==> config.mk <==
export PLATFORM = sky130hd
export DESIGN_NAME = reg_writeback
export DESIGN_NICKNAME = d
export VERILOG_FILES = /design/src/rtl/reg_writeback_pkg.sv /design/src/rtl/reg_writeback_wb_fifo.sv /design/src/rtl/reg_writeback.sv
export SDC_FILE = /design/constraint.sdc
export NUM_CORES = 1
export LEC_CHECK = 0
export CAP_MARGIN = 20
export CORE_ASPECT_RATIO = 0.9
export CORE_MARGIN = 4
export CORE_UTILIZATION = 34
export DETAILED_ROUTE_END_ITERATION = 8
export GPL_TIMING_DRIVEN = 0
export PLACE_DENSITY = 0.55
export SKIP_CTS_REPAIR_TIMING = 1
export SLEW_MARGIN = 30
export SYNTH_ARGS = -nofsm -noshare
export SYNTH_HDL_FRONTEND = slang
export SYNTH_SLANG_ARGS = --single-unit
==> constraint.sdc <==
create_clock -name clk -period 3.5 [get_ports clk]
set_input_delay 0.875 -clock clk [delete_from_list [all_inputs] [get_ports clk]]
set_output_delay 0.875 -clock clk [all_outputs]
set_load 0.05 [all_outputs]
==> src/rtl/reg_writeback_pkg.sv <==
// Shared widths and the writeback beat type used by the writeback stage and its ALU buffer.
package reg_writeback_pkg;

  localparam int REG_W             = 5;
  localparam int DATA_W            = 32;
  localparam int REG_CNT           = 32;
  localparam int DEF_ALU_BUF_DEPTH = 2;

  typedef struct packed {
    logic [REG_W-1:0]  dst;
    logic [DATA_W-1:0] dt;
  } wb_beat_t;

endpackage

==> src/rtl/reg_writeback_wb_fifo.sv <==
// Parameterised synchronous FIFO holding ALU results that lost writeback arbitration.
module wb_fifo #(
  parameter int DEPTH = 2,
  parameter int WIDTH = 37
) (
  input  logic                   clk,
  input  logic                   rst,
  input  logic                   push,
  input  logic                   pop,
  input  logic [WIDTH-1:0]       din,
  output logic [WIDTH-1:0]       dout,
  output logic                   full,
  output logic                   empty,
  output logic [$clog2(DEPTH):0] count
);

  localparam int AW = $clog2(DEPTH);

  logic [WIDTH-1:0] mem [DEPTH];
  logic [AW-1:0]    wr_ptr;
  logic [AW-1:0]    rd_ptr;
  logic             do_push;
  logic             do_pop;

  assign full    = (count == ($clog2(DEPTH)+1)'(DEPTH));
  assign empty   = (count == '0);
  assign do_push = push && !full;
  assign do_pop  = pop && !empty;
  assign dout    = mem[rd_ptr];

  // NOTE: storage is not reset; count/pointers alone define validity, so stale data is never observed.
  always_ff @(posedge clk) begin
    if (do_push) mem[wr_ptr] <= din;
  end

  // Power-of-two depth lets the pointers wrap by natural overflow.
  always_ff @(posedge clk or posedge rst) begin
    if (rst) begin
      wr_ptr <= '0;
      rd_ptr <= '0;
      count  <= '0;
    end else begin
      if (do_push) wr_ptr <= wr_ptr + 1'b1;
      if (do_pop)  rd_ptr <= rd_ptr + 1'b1;
      case ({do_push, do_pop})
        2'b10:   count <= count + 1'b1;
        2'b01:   count <= count - 1'b1;
        default: count <= count;
      endcase
    end
  end

endmodule

==> src/rtl/reg_writeback.sv <==
// Register-file writeback arbiter: loads first, then buffered ALU results in order, plus a pending-write scoreboard.
module reg_writeback
  import reg_writeback_pkg::*;
#(
  parameter int ALU_BUF_DEPTH = DEF_ALU_BUF_DEPTH
) (
  input  logic              clk,
  input  logic              rst,
  input  logic              alu_vld,
  input  logic [REG_W-1:0]  alu_dst,
  input  logic [DATA_W-1:0] alu_dt,
  output logic              alu_rdy,
  input  logic              mem_vld,
  input  logic [REG_W-1:0]  mem_dst,
  input  logic [DATA_W-1:0] mem_dt,
  input  logic              issue_vld,
  input  logic [REG_W-1:0]  issue_dst,
  input  logic [REG_W-1:0]  chk_reg1,
  input  logic [REG_W-1:0]  chk_reg2,
  output logic              busy1,
  output logic              busy2,
  output logic [REG_W-1:0]  wr_reg,
  output logic [DATA_W-1:0] wr_dt,
  output logic              reg_wr
);

  localparam int CW = $clog2(ALU_BUF_DEPTH) + 1;

  wb_beat_t           head;
  wb_beat_t           alu_beat;
  wb_beat_t           sel;
  logic               sel_vld;
  logic               buf_push;
  logic               buf_pop;
  logic               buf_full;
  logic               buf_empty;
  logic [CW-1:0]      unused_count;
  logic               alu_acc;
  logic [REG_CNT-1:0] pending;
  logic [REG_CNT-1:0] set_mask;
  logic [REG_CNT-1:0] clr_mask;

  assign alu_beat = '{dst: alu_dst, dt: alu_dt};
  assign alu_rdy  = !buf_full;
  assign alu_acc  = alu_vld && alu_rdy;

  wb_fifo #(
    .DEPTH (ALU_BUF_DEPTH),
    .WIDTH ($bits(wb_beat_t))
  ) u_alu_buf (
    .clk   (clk),
    .rst   (rst),
    .push  (buf_push),
    .pop   (buf_pop),
    .din   (alu_beat),
    .dout  (head),
    .full  (buf_full),
    .empty (buf_empty),
    .count (unused_count)
  );

  // An accepted ALU beat bypasses the buffer only when nothing older or higher priority is waiting.
  // NOTE: every combinational output gets a default first so no path can infer a latch.
  always_comb begin
    sel_vld  = 1'b0;
    sel      = '0;
    buf_push = 1'b0;
    buf_pop  = 1'b0;
    if (mem_vld) begin
      sel_vld  = 1'b1;
      sel      = '{dst: mem_dst, dt: mem_dt};
      buf_push = alu_acc;
    end else if (!buf_empty) begin
      sel_vld  = 1'b1;
      sel      = head;
      buf_pop  = 1'b1;
      buf_push = alu_acc;
    end else if (alu_acc) begin
      sel_vld  = 1'b1;
      sel      = alu_beat;
    end
  end

  always_comb begin
    clr_mask = '0;
    set_mask = '0;
    if (sel_vld)   clr_mask[sel.dst]   = 1'b1;
    if (issue_vld) set_mask[issue_dst] = 1'b1;
    set_mask[0] = 1'b0;
  end

  assign busy1 = pending[chk_reg1];
  assign busy2 = pending[chk_reg2];

  // NOTE: sequential state uses non-blocking assignments so all registers update from pre-edge values.
  always_ff @(posedge clk or posedge rst) begin
    if (rst) begin
      reg_wr  <= 1'b0;
      wr_reg  <= '0;
      wr_dt   <= '0;
      pending <= '0;
    end else begin
      reg_wr  <= sel_vld && (sel.dst != '0);
      if (sel_vld) begin
        wr_reg <= sel.dst;
        wr_dt  <= sel.dt;
      end
      // Applying the set after the clear makes a same-cycle issue win.
      pending <= (pending & ~clr_mask) | set_mask;
    end
  end

endmodule

Word-level counts from Yosys, hierarchy flattened
Memories as Yosys holds them, arrays and structs flattened.
Cells that the tools add are included.
{ "word_totals": {"wordCells": 58, "ram_bits": 74, "mem_count": 1, "out_inout_bits": 41, "reg_bits": 74} }
{ "mem_list": {"columns": ["name", "depth", "width", "read_ports", "rd_clocked_by_memory_dff", "write_ports", "line_no", "rtl"], "rows": [
  ["u_alu_buf.mem", 2, 37, 1, 0, 1, "reg_writeback_wb_fifo.sv:19", "logic [WIDTH-1:0] mem [DEPTH];"]
]} }
{ "classes": {"reduce_logical": 11, "bitwise_logic": 3, "magnitude_cmp": 6, "add_sub_neg": 4, "muxes": 23, "n_eq_ne": 3} }
{ "op_table": {"columns": ["operator", "n"], "rows": [
  ["2-to-1 mux 37 bit", 3],
  ["2-to-1 mux 32 bit", 2],
  ["bitwise AND 32 bit", 1],
  ["NOT 32 bit", 1],
  ["bitwise OR 32 bit", 1],
  ["< comparator 5 x 6 -> 1 bit, second input constant", 4],
  ["2-to-1 mux 1 bit", 13],
  ["binary-select mux 1 bit (select 5 bit)", 2],
  ["demux 1 bit (select 5 bit)", 2],
  [">= comparator 5 x 1 -> 1 bit, second input constant", 2],
  ["logical AND 1 bit", 6],
  ["nonzero test 5 bit", 1],
  ["equality test 2 bit, second input constant", 2],
  ["one-hot mux 2 bit (2 select lines)", 1],
  ["adder 1 bit, second input constant", 2],
  ["adder 2 x 1 -> 2 bit, second input constant", 1],
  ["equality test 2 x 1 -> 1 bit, second input constant", 1],
  ["logical NOT 1 bit", 2],
  ["logical NOT 2 bit", 1],
  ["nonzero test 2 bit", 1],
  ["subtractor 2 x 1 -> 2 bit, second input constant", 1]
]} }

Depth between registers and ports, before layout
Gate-level depths: netlist (run 1).
{ "logic_depth": {"depth_word": 14, "mapped_depth": 8, "ltp_nobuf": 7} }

Modules after synthesis
A second synthesis (run 1) with hierarchy kept.
{ "hier_totals": {"hier_cells": 620, "hier_area_um2": 7410.9} }
{ "modules_own_cells": {"columns": ["mod", "cells_each", "n_inst", "area_each_um2"], "rows": [
  ["reg_writeback", 486, 1, 4458.0],
  ["wb_fifo", 134, 1, 2952.8]
]} }

Worst setup path before layout (run 1)
No wires, ideal clock.
{ "synth_path": {"path_type": "input to output", "from": "input port chk_reg1[0]", "to": "output port busy1", "path_stages": 4, "n_path_buf": 1, "required_ps": 2625, "path_slack_ps": -46, "t_arrival_ps": 2671, "cell_sequence": "clkbuf_1 mux4_2 mux4_2 mux2_2"} }
{ "synth_between": {"elab_chain_cells": 2} }
{ "synth_rtl": {"columns": ["element", "line_no", "rtl"], "rows": [
  ["from (decl)", "reg_writeback.sv:18", "input logic [REG_W-1:0] chk_reg1,"],
  ["binary-select mux 1 bit (select 5 bit)", "reg_writeback.sv:92", "assign busy1 = pending[chk_reg1];"],
  ["2-to-1 mux 1 bit (implied by the code)", "reg_writeback.sv:92", null],
  ["to (decl)", "reg_writeback.sv:20", "output logic busy1,"]
]} }
Every way passes these cells. The select of a mux whose other input is x is not followed.

Worst setup path in the final report (run 1)
{ "layout_path": {"from": "input port chk_reg2[1]", "to": "output port busy2"} }
{ "layout_between": {"elab_chain_cells": 2} }
{ "layout_rtl": {"columns": ["element", "line_no", "rtl"], "rows": [
  ["from (decl)", "reg_writeback.sv:19", "input logic [REG_W-1:0] chk_reg2,"],
  ["binary-select mux 1 bit (select 5 bit)", "reg_writeback.sv:93", "assign busy2 = pending[chk_reg2];"],
  ["2-to-1 mux 1 bit (implied by the code)", "reg_writeback.sv:93", null],
  ["to (decl)", "reg_writeback.sv:21", "output logic busy2,"]
]} }
Every way passes these cells. The select of a mux whose other input is x is not followed.

==> reports/results.txt, run 1 <==
status = completed
port bufs = 130
Tcrit/Tclk final = 98.6%
core area = 0.0200 mm²
total gr overflow = 0
EDFF count, synth = 74
most frequent cells in the layout = clkdlybuf4s50_1, dfrtp_1, edfxtp_1, nand2_1, nor2_1
Inserted Diodes = 0
post-synth top area share = 32.1%
Final Hold Vio Count = 0
DP Cell Count = 931
Post-Syn Area per Cell = 12.8 µm²
Worst-path clk slew = 0.06 ns
crit path launch type = input pin
Top Ports = 135
Final Non-Filler Cells = 964
GRT Total Usage = 18.5%
Sum Neg Setup Slack = 0 ns
Pint = 4.42 mW
row cnt = 49
Tightest Pin Transition = 0.867 ns
first-pass GRT wire length = 31,900 µm
Synth area leaders = edfxtp_1, dfrtp_1, mux4_2
Clock power frac = 23.6%
Netlist Area Pre-Place = 0.00693 mm²
die area = 0.0227 mm²
gpl congestion = 0.810
PnR Total Power = 7.28 mW
CP max FO = 8
Slew headroom = 41.6%
HPWL after detailed placement = 14,600 µm
Largest register FFs = 74
Synth cell types = 45
CTS Buffer Depth = 2
vias in the first global route = 5,615
Syn. warnings = 0
max-cap viol count = 0
fmax = 0.290 GHz
1st-pass router iterations = 8
RSZ-0062 raised after global routing = no
clock sinks = 148
PD cells = 784 mW/mm²
DR vias = 5,342
switching share of total power = 39.3%
dominant synthesized flop cell = edfxtp_1
vias per cell = 5.54
Syn Inst Count = 541
Worst Skew = 0.0163 ns
Routed WL per cell = 21.4 µm
clock latency on the worst-skew pair = 0.43 ns
sw power = 2.86 mW
cell taking the most area after synthesis = edfxtp_1
Final ANT Viol Nets = 0
Reg power frac = 34.8%
setup ws final = 0.0506 ns
min Tclk post-route = 3.45 ns
Die H = 143 µm
drt initial violations = 451
largest registers = u_alu_buf.mem: 74 flops, pending: 32 flops, wr_dt: 32 flops
largest net degree at the start of global routing = 42
Final Setup Violations = 0
CTS tree = done
crit path capture type = output port
Starting Density = 34.7%
Pleak = 3.22 nW
Min Hold Slack = 0.489 ns
WL final = 20,700 µm
Top reg by flops = u_alu_buf.mem
Hold Crit Class = reg2reg
post-synthesis sequential area ratio = 58.8%
#FFs+latches synth = 148
worst path required time = 2.62 ns
final net count = 791
crit path DAT = 2.57 ns
combinational power share = 41.6%
DRC = 0
clock root buffer = clkbuf_16
CTS Buf Count = 17
H-tree depth = 4
initial antenna violation count = 0
share of flip-flops with an asynchronous set or reset = 50.0%
Setup CP Type = in2out
dpl ws = -0.817 ns
fin. max-slew vios = 0
Chip Width = 158 µm
Mapped Nets = 636
area delta synth->final = 34.0%
fraction of layout cells with a size suffix above 1 = 17.5%
commonest non-fill, non-tap cell in the layout = clkdlybuf4s50_1
VDD IR-drop max = 0.358 mV
-- kinds of logic after synthesis --
logic type	after synthesis	synth area share, %
AO/OA/AOI/OAI	141	14.9
XOR/XNOR	5	0.632
adder cells (fa/ha/maj)	1	0.181
buffers and inverters	51	3.81
flip-flops	148	58.8
multiplexers	59	12.7
AND/OR/NAND/NOR	136	8.94
-- path summary, 6_finish.rpt --
kind                                          from          end  slack [ns]  cells past startpoint
worst max-delay path                   chk_reg2[1]        busy2        0.05                      5
worst min register to register           wr_reg[2]    wr_reg[2]        0.49                      2
worst max register to register  u_alu_buf.count[1]  pending[13]        1.01                      7
min in group asynchronous                      rst  pending[22]        0.82                      2
max in group asynchronous                      rst     wr_dt[5]        2.13                      3
worst min-delay path                     wr_reg[2]    wr_reg[2]        0.49                      2
-- power groups by stage --
stage	Combinational [mW]	Sequential (mW)	Clock [mW]
floorplan	1.36	3.14	0
global placement	2.88	2.56	0
detailed placement	3.04	2.56	0
CTS	3.05	2.54	1.76
global route	3.22	2.58	1.83
finish	3.03	2.53	1.72
-- area by class of cell --
type	instances	area, µm²
fill	1805	10700
inverter	7	31.3
sequential	148	4070
buffer	44	260
tap	255	319
timing repair buffer	136	1430
clock buffer	18	429
clock inverter	14	120
multi-input combinational	342	2620
-- cell usage after synthesis (2+ instances only) --
| library cell | n |
|---|---|
| a21oi_1 | 32 |
| a221o_1 | 2 |
| a222oi_1 | 30 |
| and3_1 | 2 |
| and3b_1 | 3 |
| buf_1 | 3 |
| buf_2 | 4 |
| buf_6 | 7 |
| clkbuf_1 | 28 |
| dfrtp_1 | 74 |
| edfxtp_1 | 74 |
| inv_1 | 6 |
| mux2_2 | 34 |
| mux2i_1 | 5 |
| mux4_2 | 20 |
| nand2_1 | 44 |
| nand2b_1 | 2 |
| nand3_1 | 32 |
| nor2_1 | 40 |
| nor2b_1 | 2 |
| nor3_1 | 3 |
| nor3b_1 | 4 |
| o21ai_0 | 32 |
| o221a_1 | 2 |
| o221ai_1 | 2 |
| o22ai_1 | 4 |
| o31ai_1 | 26 |
| o31ai_2 | 3 |
| o41ai_1 | 2 |
| xnor2_1 | 4 |
-- routing by layer --
layer,wire (µm),vias up,track usage [%]
met2,10100,201,30.4
li1,-,2427,-
met3,1340,24,4.43
met4,336,0,5.16
met5,0,-,0
met1,8880,2690,24.7
-- worst max-delay path, cell delays in order --
cell,delay (ns)
clkbuf_4,0.22
mux4_2,0.53
mux4_2,0.47
mux2_2,0.27
buf_2,0.21
-- stage by stage --
stage                     utilization, %  cell area, µm²
after floorplan                        -            6930
after global placement              42.8            8550
after detailed placement            43.6            8720
after CTS                           46.4            9270
after global routing                46.5            9290
final                               46.5            9290
No activity file was read; power rests on OpenSTA's default activity.
==> run 2: changes to the inputs <==
- CORE_MARGIN: 4 -> unset
==> reports/results.txt, run 2 (synthesis gave the netlist of run 1 again) <==
sw power = 2.86 mW (about the same)
largest net degree at the start of global routing = 44 (+4.8%)
DR vias = 5,450 (+2.0%)
cell area after layout = 0.00932 mm² (+0.40%)
CP max FO = 8 (unchanged)
Tcrit/Tclk final = 98.7% (+0.12 points)
clock sinks = 148 (unchanged)
worst path required time = 2.62 ns (about the same)
PnR Total Power = 7.43 mW (+2.1%)
Worst-path clk slew = 0.06 ns (about the same)
Hold Crit Class = reg2reg
gpl congestion = 0.824 (+1.7%)
Final ANT Viol Nets = 0 (unchanged)
Starting Density = 34.7% (unchanged)
crit path DAT = 2.58 ns (about the same)
DP Cell Count = 931 (unchanged)
Chip Width = 152 µm (-3.8%)
failing checks = design-rule violations
H-tree depth = 4 (unchanged)
status = complete, but fails checks
clock root buffer = clkbuf_16
Inserted Diodes = 0 (unchanged)
CTS Buffer Depth = 2 (unchanged)
final net count = 791 (unchanged)
switching share of total power = 38.5% (-0.77 points)
Largest register FFs = 74 (unchanged)
max-cap viol count = 0 (unchanged)
PD cells = 797 mW/mm² (+1.7%)
Hold Crit Start = wr_reg[2]
fin. max-slew vios = 0 (unchanged)
delay-heaviest family, CP = multiplexers
Top reg by flops = u_alu_buf.mem
initial antenna violation count = 0 (unchanged)
Top Ports = 135 (unchanged)
Final Hold Vio Count = 0 (unchanged)
DRC = 6 (+6)
Final Core Density = 46.7% (+0.19 points)
Pint = 4.57 mW (+3.4%)
row cnt = 49 (unchanged)
crit path capture type = output port
Worst Skew = 0.0106 ns (-0.00572 ns)
HPWL after detailed placement = 14,200 µm (-2.7%)
core area = 0.0200 mm² (unchanged)
Routed WL per cell = 21.3 µm (-0.50%)
Final Setup Violations = 0 (unchanged)
CTS tree = done
Pleak = 3.24 nW (+0.51%)
VDD IR-drop max = 0.346 mV (-3.4%)
dpl cell area = 0.00872 mm² (unchanged)
dpl ws = -0.798 ns (+0.0185 ns)
Fill cells = 1,811 (+0.33%)
clock latency on the worst-skew pair = 0.43 ns (about the same)
worst path cell trace = clkbuf_4 > mux4_2 > mux4_2 > mux2_2 > buf_2
first-pass GRT wire length = 32,100 µm (+0.54%)
Die H = 137 µm (-4.2%)
critical path's slowest cell = mux4_2
drt initial violations = 493 (+9.3%)
vias per cell = 5.66 (+2.1%)
vias in the first global route = 5,479 (-2.4%)
port bufs = 130 (unchanged)
WL final = 20,500 µm (-0.60%)
min Tclk post-route = 3.45 ns (+0.00406 ns)
Reg power frac = 34.1% (-0.7 points)
die area = 0.0210 mm² (-7.8%)
Crit path top cell by count = mux4_2
most frequent cells in the layout = clkdlybuf4s50_1, dfrtp_1, edfxtp_1, nand2_1, nor2_1
RSZ-0062 raised after global routing = no
reg-to-reg startpoint = u_alu_buf.count[1]
setup ws final = 0.0465 ns (-0.00406 ns)
fmax = 0.290 GHz (-0.12%)
fraction of layout cells with a size suffix above 1 = 17.4% (-0.12 points)
Slew headroom = 39.7% (-1.8 points)
area delta synth->final = 34.5%
commonest non-fill, non-tap cell in the layout = clkdlybuf4s50_1
Setup crit start = chk_reg2[1]
Clock power frac = 25.0% (+1.4 points)
Buf/Inv on CP = 2 (unchanged)
GRT Total Usage = 20.3% (+1.7 points)
Tightest Pin Transition = 0.895 ns (+0.0274 ns)
CTS Buf Count = 17 (unchanged)
Setup CP Type = in2out
crit path launch type = input pin
Min Hold Slack = 0.502 ns (+0.0134 ns)
Sum Neg Setup Slack = 0 ns (unchanged)
total gr overflow = 0 (unchanged)
1st-pass router iterations = 9 (+1)
largest registers = u_alu_buf.mem: 74 flops, pending: 32 flops, wr_dt: 32 flops
combinational power share = 40.9% (-0.7 points)
Final Non-Filler Cells = 963 (-0.10%)
Crit path largest cell delay = 0.54 ns (about the same)
run 2: worst paths after layout:
check,end,slack [ns],depth (start not counted)
worst max-delay path,busy2,0.05,5
worst min-delay path,wr_reg[2],0.50,2
worst max register to register,pending[12],1.00,8
worst min register to register,wr_reg[2],0.50,2
max in group asynchronous,u_alu_buf.count[1],2.15,3
min in group asynchronous,reg_wr,0.81,2
run 2: layout make-up:
type,count,area (µm²),area share (%)
plain buffers,44,260,2.79
clock buffers,18,439,4.71
clock inverters,13,148,1.58
inverters,7,31.3,0.335
multi-input cells,342,2620,28.1
flip-flops and latches,148,4070,43.7
well taps,255,319,3.42
repair buffers,136,1430,15.4
run 2: power by group through the flow:
stage               Combinational (mW)  Sequential, mW  Clock, mW
floorplan                         1.36            3.14          0
global placement                  2.89            2.55          0
detailed placement                3.04            2.56          0
CTS                               3.05            2.53       1.89
global route                      3.23            2.58       1.97
finish                            3.04            2.53       1.86
run 2: per-layer routing:
| metal | track usage (%) | share of wire (%) |
|---|---|---|
| met5 | 0 | 0 |
| met4 | 6.73 | 1.5 |
| met3 | 4.12 | 6.2 |
| met2 | 32.3 | 47 |
| met1 | 27.8 | 45 |
run 2: worst min-delay path, stage by stage (launching register included):
cell and delay, ns:
dfrtp_1 0.36, nand2_1 0.05, nand2_1 0.06
==> edit 1 (config.mk and constraints of run 1) <==
Set the package constant `REG_CNT` to 16 (it was 32).
--- a/src/rtl/reg_writeback_pkg.sv
+++ b/src/rtl/reg_writeback_pkg.sv
@@ -5,3 +5,3 @@
   localparam int DATA_W            = 32;
-  localparam int REG_CNT           = 32;
+  localparam int REG_CNT           = 16;
   localparam int DEF_ALU_BUF_DEPTH = 2;
Function: changed (Yosys sat finds a counterexample within 4 cycles, from zero or initial values and one cycle with rst high).
==> edit 1 against run 1 <==
  * Count of clock-buffer cells in the layout grew 4
  * Synthesized cell count shrank 19%
  * Via count shrank 21%
  * Worst setup slack gained 190 ps
  * Total power shrank 7.1%
  * Die area shrank 16%
  * Design area shrank 13%
  * Sequential cell count shrank 16
  * Sequential share of layout area grew 1.4 points
  * Wire length shrank 24%
  * Area after synthesis shrank 17%
  * Critical path type unchanged
==> edit 1: results (changes against run 1) <==
- Post-DP HPWL: 11,200 um (-23%)
- CP Max Fanout: 4 (-4)
- Hold EP: wr_reg[0]
- Endpoints failing hold: 0 (unchanged)
- Worst slack at placement: -604 ps (+212 ps)
- Finished Layout Cells: 815 (-15%)
- HP Class: reg2reg
- Final Skew: 12.7 ps (-3.65 ps)
- RR Endpoint: pending[12]
- Inst Count DP: 783 (-16%)
- NumNets Final: 690 (-13%)
- Clk Latency, worst-skew pair: 410 ps (-20 ps)
- Vias in the first global route: 4,563 (-19%)
- PortBufs: 131 (+0.77%)
- Total track usage: 0.168 (-0.0171)
- Slew headroom: 0.434 (+0.0181)
- Largest regs: u_alu_buf.mem (74), wr_dt (32), pending (16)
- Mapped Cells: 440 (-19%)
- Switching part of the total: 0.365 (-0.0278)
- FILL cells: 1,479 (-18%)
- Layout cells sized above 1: 0.118 (-0.0565)
- Routability cong.: 0.871 (+7.4%)
- Min-delay src: wr_reg[0]
- Ys async rst share: 0.439 (-0.0606)
- Reg2reg setup slack: 1320 ps (+310 ps)
- Initial antenna violation count: 1 (+1)
- Mapped Nets: 535 (-16%)
- Pleak: 0.00319 uW (-0.89%)
- Ranking of synthesized cells by area: edfxtp_1 (39%), dfrtp_1 (25%), mux2i_1 (6.1%)
- DRT iter0 DRCs: 191 (-58%)
- Power share of the clock group: 0.270 (+0.034)
- Combinational share of power: 0.384 (-0.032)
- Post-DP Area: 7490 um2 (-14%)
- Final hold slack: 477 ps (-11.8 ps)
- Largest net degree at the start of global routing: 41 (-2.4%)
- Seq/Total Area, Yosys: 0.637 (+0.0490)
- Netlist cell types: 42 (-6.7%)
- Status: completed
- Critical Path AT: 2390 ps (-180 ps)
edit 1: cell count changes after synthesis, moves of 29 or more:
cell,delta
a222oi_1,-30
nor2_1,+31
nand2_1,-29
mux2i_1,+30
nand3_1,-32
mux2_2,-32
a221oi_1,+31
edit 1: cell type report:
class	instances	area, um2	share of cell area
flip-flops and latches	132	3670	0.453
multi-input cells	268	1930	0.238
repair buffers	136	1450	0.179
clock buffers	22	464	0.0573
well taps	207	259	0.0319
clock inverters	10	149	0.0184
plain buffers	23	111	0.0137
inverters	17	68.8	0.00849
edit 1: logic make-up after synthesis:
family / Yosys count / share of synthesized area
AND/OR/NAND/NOR: 114 / 0.0918
adder cells (fa/ha/maj): 1 / 0.00217
flip-flops: 132 / 0.637
AO/OA/AOI/OAI: 101 / 0.127
multiplexers: 47 / 0.104
buffers and inverters: 40 / 0.0308
XOR/XNOR: 5 / 0.00759
edit 1: routing by layer:
metal,GRT usage,share of wire
met1,0.218,0.44
met2,0.258,0.46
met5,0,0.00051
met4,0.0638,0.020
met3,0.0627,0.072
==> edit 2 (flow settings as in run 1) <==
Without the edit above. `pending` no longer has a reset.
--- a/src/rtl/reg_writeback.sv
+++ b/src/rtl/reg_writeback.sv
@@ -100,3 +100,2 @@
       wr_dt   <= '0;
-      pending <= '0;
     end else begin
@@ -108,4 +107,7 @@
       // Applying the set after the clear makes a same-cycle issue win.
-      pending <= (pending & ~clr_mask) | set_mask;
     end
+  end
+
+  always_ff @(posedge clk) begin
+    pending <= (pending & ~clr_mask) | set_mask;
   end
Formal check against the unedited RTL: not equivalent (a bounded check fails within 4 cycles, from zero or initial values and one cycle with rst high).
==> edit 2 against run 1 <==
  * Die area decreased by 2.1%
  * Largest cell class unchanged
  * Worst setup slack lost 13 ps
  * Wire length is 4.6% lower
  * Total power decreased by 0.42%
  * Core utilization up 0.27 points
  * Highest routed layer unchanged
  * Area after synthesis decreased by 2.2%
  * Design area is 2.4% lower
  * Synthesized cell count is 0.18% higher
  * Clock skew down 3.1 ps
  * Sequential cell count is the same
==> edit 2: results (changes against run 1) <==
- Status: completed
- Initial antenna violation count: 0 (unchanged)
- Mapped Nets: 637 (+0.16%)
- First-pass GRT wire length: 30,200 um (-5.5%)
- Post-layout util: 0.467 (+0.00267)
- Finished Layout Cells: 959 (-0.52%)
- WHS Path Cells: 1 (-1)
- Clk Latency, worst-skew pair: 420 ps
- R2R cell count: 6 (-1)
- Critical Path AT: 2590 ps (+20 ps)
- Worst r2r src: u_alu_buf.count[0]
- Routability cong.: 0.816 (+0.64%)
- Post-synth EDFFs: 74 (unchanged)
- Post-DP HPWL: 13,800 um (-5.4%)
- Commonest cells post-synth: edfxtp_1 (74), nand2_1 (45), dfrtp_1 (42), nor2_1 (39), a21oi_1 (33)
- Via count: 5,379 (+0.69%)
- Largest net degree at the start of global routing: 43 (+2.4%)
- Drt pass-1 iters: 7 (-1)
- Worst slack at placement: -686 ps (+131 ps)
- Min-delay src: pending[0]
- Ys async rst share: 0.284 (-0.216)
- Final Skew: 13.2 ps (-3.06 ps)
- Pleak: 0.00317 uW (-1.5%)
- WL final: 19,700 um (-4.6%)
- FILL cells: 1,751 (-3.0%)
- Layout cells sized above 1: 0.172 (-0.00282)
- VDD IR max: 0.386 mV (+7.9%)
- Slowest-stage cell, CP: mux4_2
- Total track usage: 0.175 (-0.0105)
- Syn Area/Cell: 12.5 um2 (-2.4%)
- Ranking of synthesized cells by area: edfxtp_1 (33%), dfrtp_1 (16%), dfxtp_1 (9.5%)
- RR Endpoint: wr_dt[16]
- Slew headroom: 0.425 (+0.00897)
- Post-DP Area: 8470 um2 (-2.9%)
- Depth of the CTS H-tree: 4 (unchanged)
- DRT iter0 DRCs: 497 (+10%)
- Synth warn: 0 (unchanged)
- Netlist cell types: 52 (+16%)
- Hold EP: pending[0]
- Inst Count DP: 924 (-0.75%)
- Final hold slack: 489 ps (+0.441 ps)
- Reg2reg setup slack: 1030 ps (+20 ps)
- Seq/Total Area, Yosys: 0.578 (-0.0103)
- Largest regs: u_alu_buf.mem (74), pending (32), wr_dt (32)
## edit 2: worst max path at each step
stage,from,to,cells past startpoint,slack [ps]
6_report,chk_reg2[1],busy2,5,40
5_1_grt,chk_reg2[1],busy2,5,0.8
4_1_cts,chk_reg2[1],busy2,5,-690
3_5_place_dp,chk_reg2[1],busy2,5,-690
3_3_place_gp,mem_vld,u_alu_buf.mem[1][5],6,-2070
2_1_floorplan,mem_vld,u_alu_buf.mem[0][0],5,-30
## edit 2: logic make-up after synthesis
| group | count (synthesis) | synth area share |
|---|---|---|
| xor gates and xnor gates | 5 | 0.00646 |
| AOI/OAI and AO/OA | 145 | 0.156 |
| and+or+nand+nor | 134 | 0.0894 |
| adders and majority gates | 1 | 0.00185 |
| DFF | 148 | 0.578 |
| muxes | 59 | 0.130 |
| buffers and inverters | 50 | 0.0386 |
## edit 2: area by class of cell
type,count,area [um2],area share
multi-input combinational,346,2640,0.291
clock buffer,17,425,0.0469
inverter,8,32.5,0.00359
buffer,42,251,0.0277
tap,250,313,0.0345
sequential,148,3910,0.432
timing repair buffer,133,1350,0.149
clock inverter,15,138,0.0152
## edit 2: routing by layer
metal / track usage / part of all wire / wire, um / vias up
met2: 0.275 / 0.48 / 9470 / 233
met5: 0 / 0 / 0 / -
met1: 0.243 / 0.44 / 8590 / 2671
li1: - / - / - / 2457
met3: 0.0386 / 0.071 / 1400 / 18
met4: 0.0553 / 0.012 / 243 / 0
## edit 2: where the power goes
part	internal [uW]	switching (uW)	total [uW]	leakage, uW
sequential	2310	241	2550	0.00144
clock	939	799	1740	0.000273
combinational	1140	1820	2960	0.00146
## edit 2: worst register-to-register path: stages (launching register included)
cell	delay [ps]
dfrtp_1	420
buf_2	210
nor4b_1	470
clkbuf_1	500
clkbuf_1	460
a222oi_1	140
a21oi_1	190
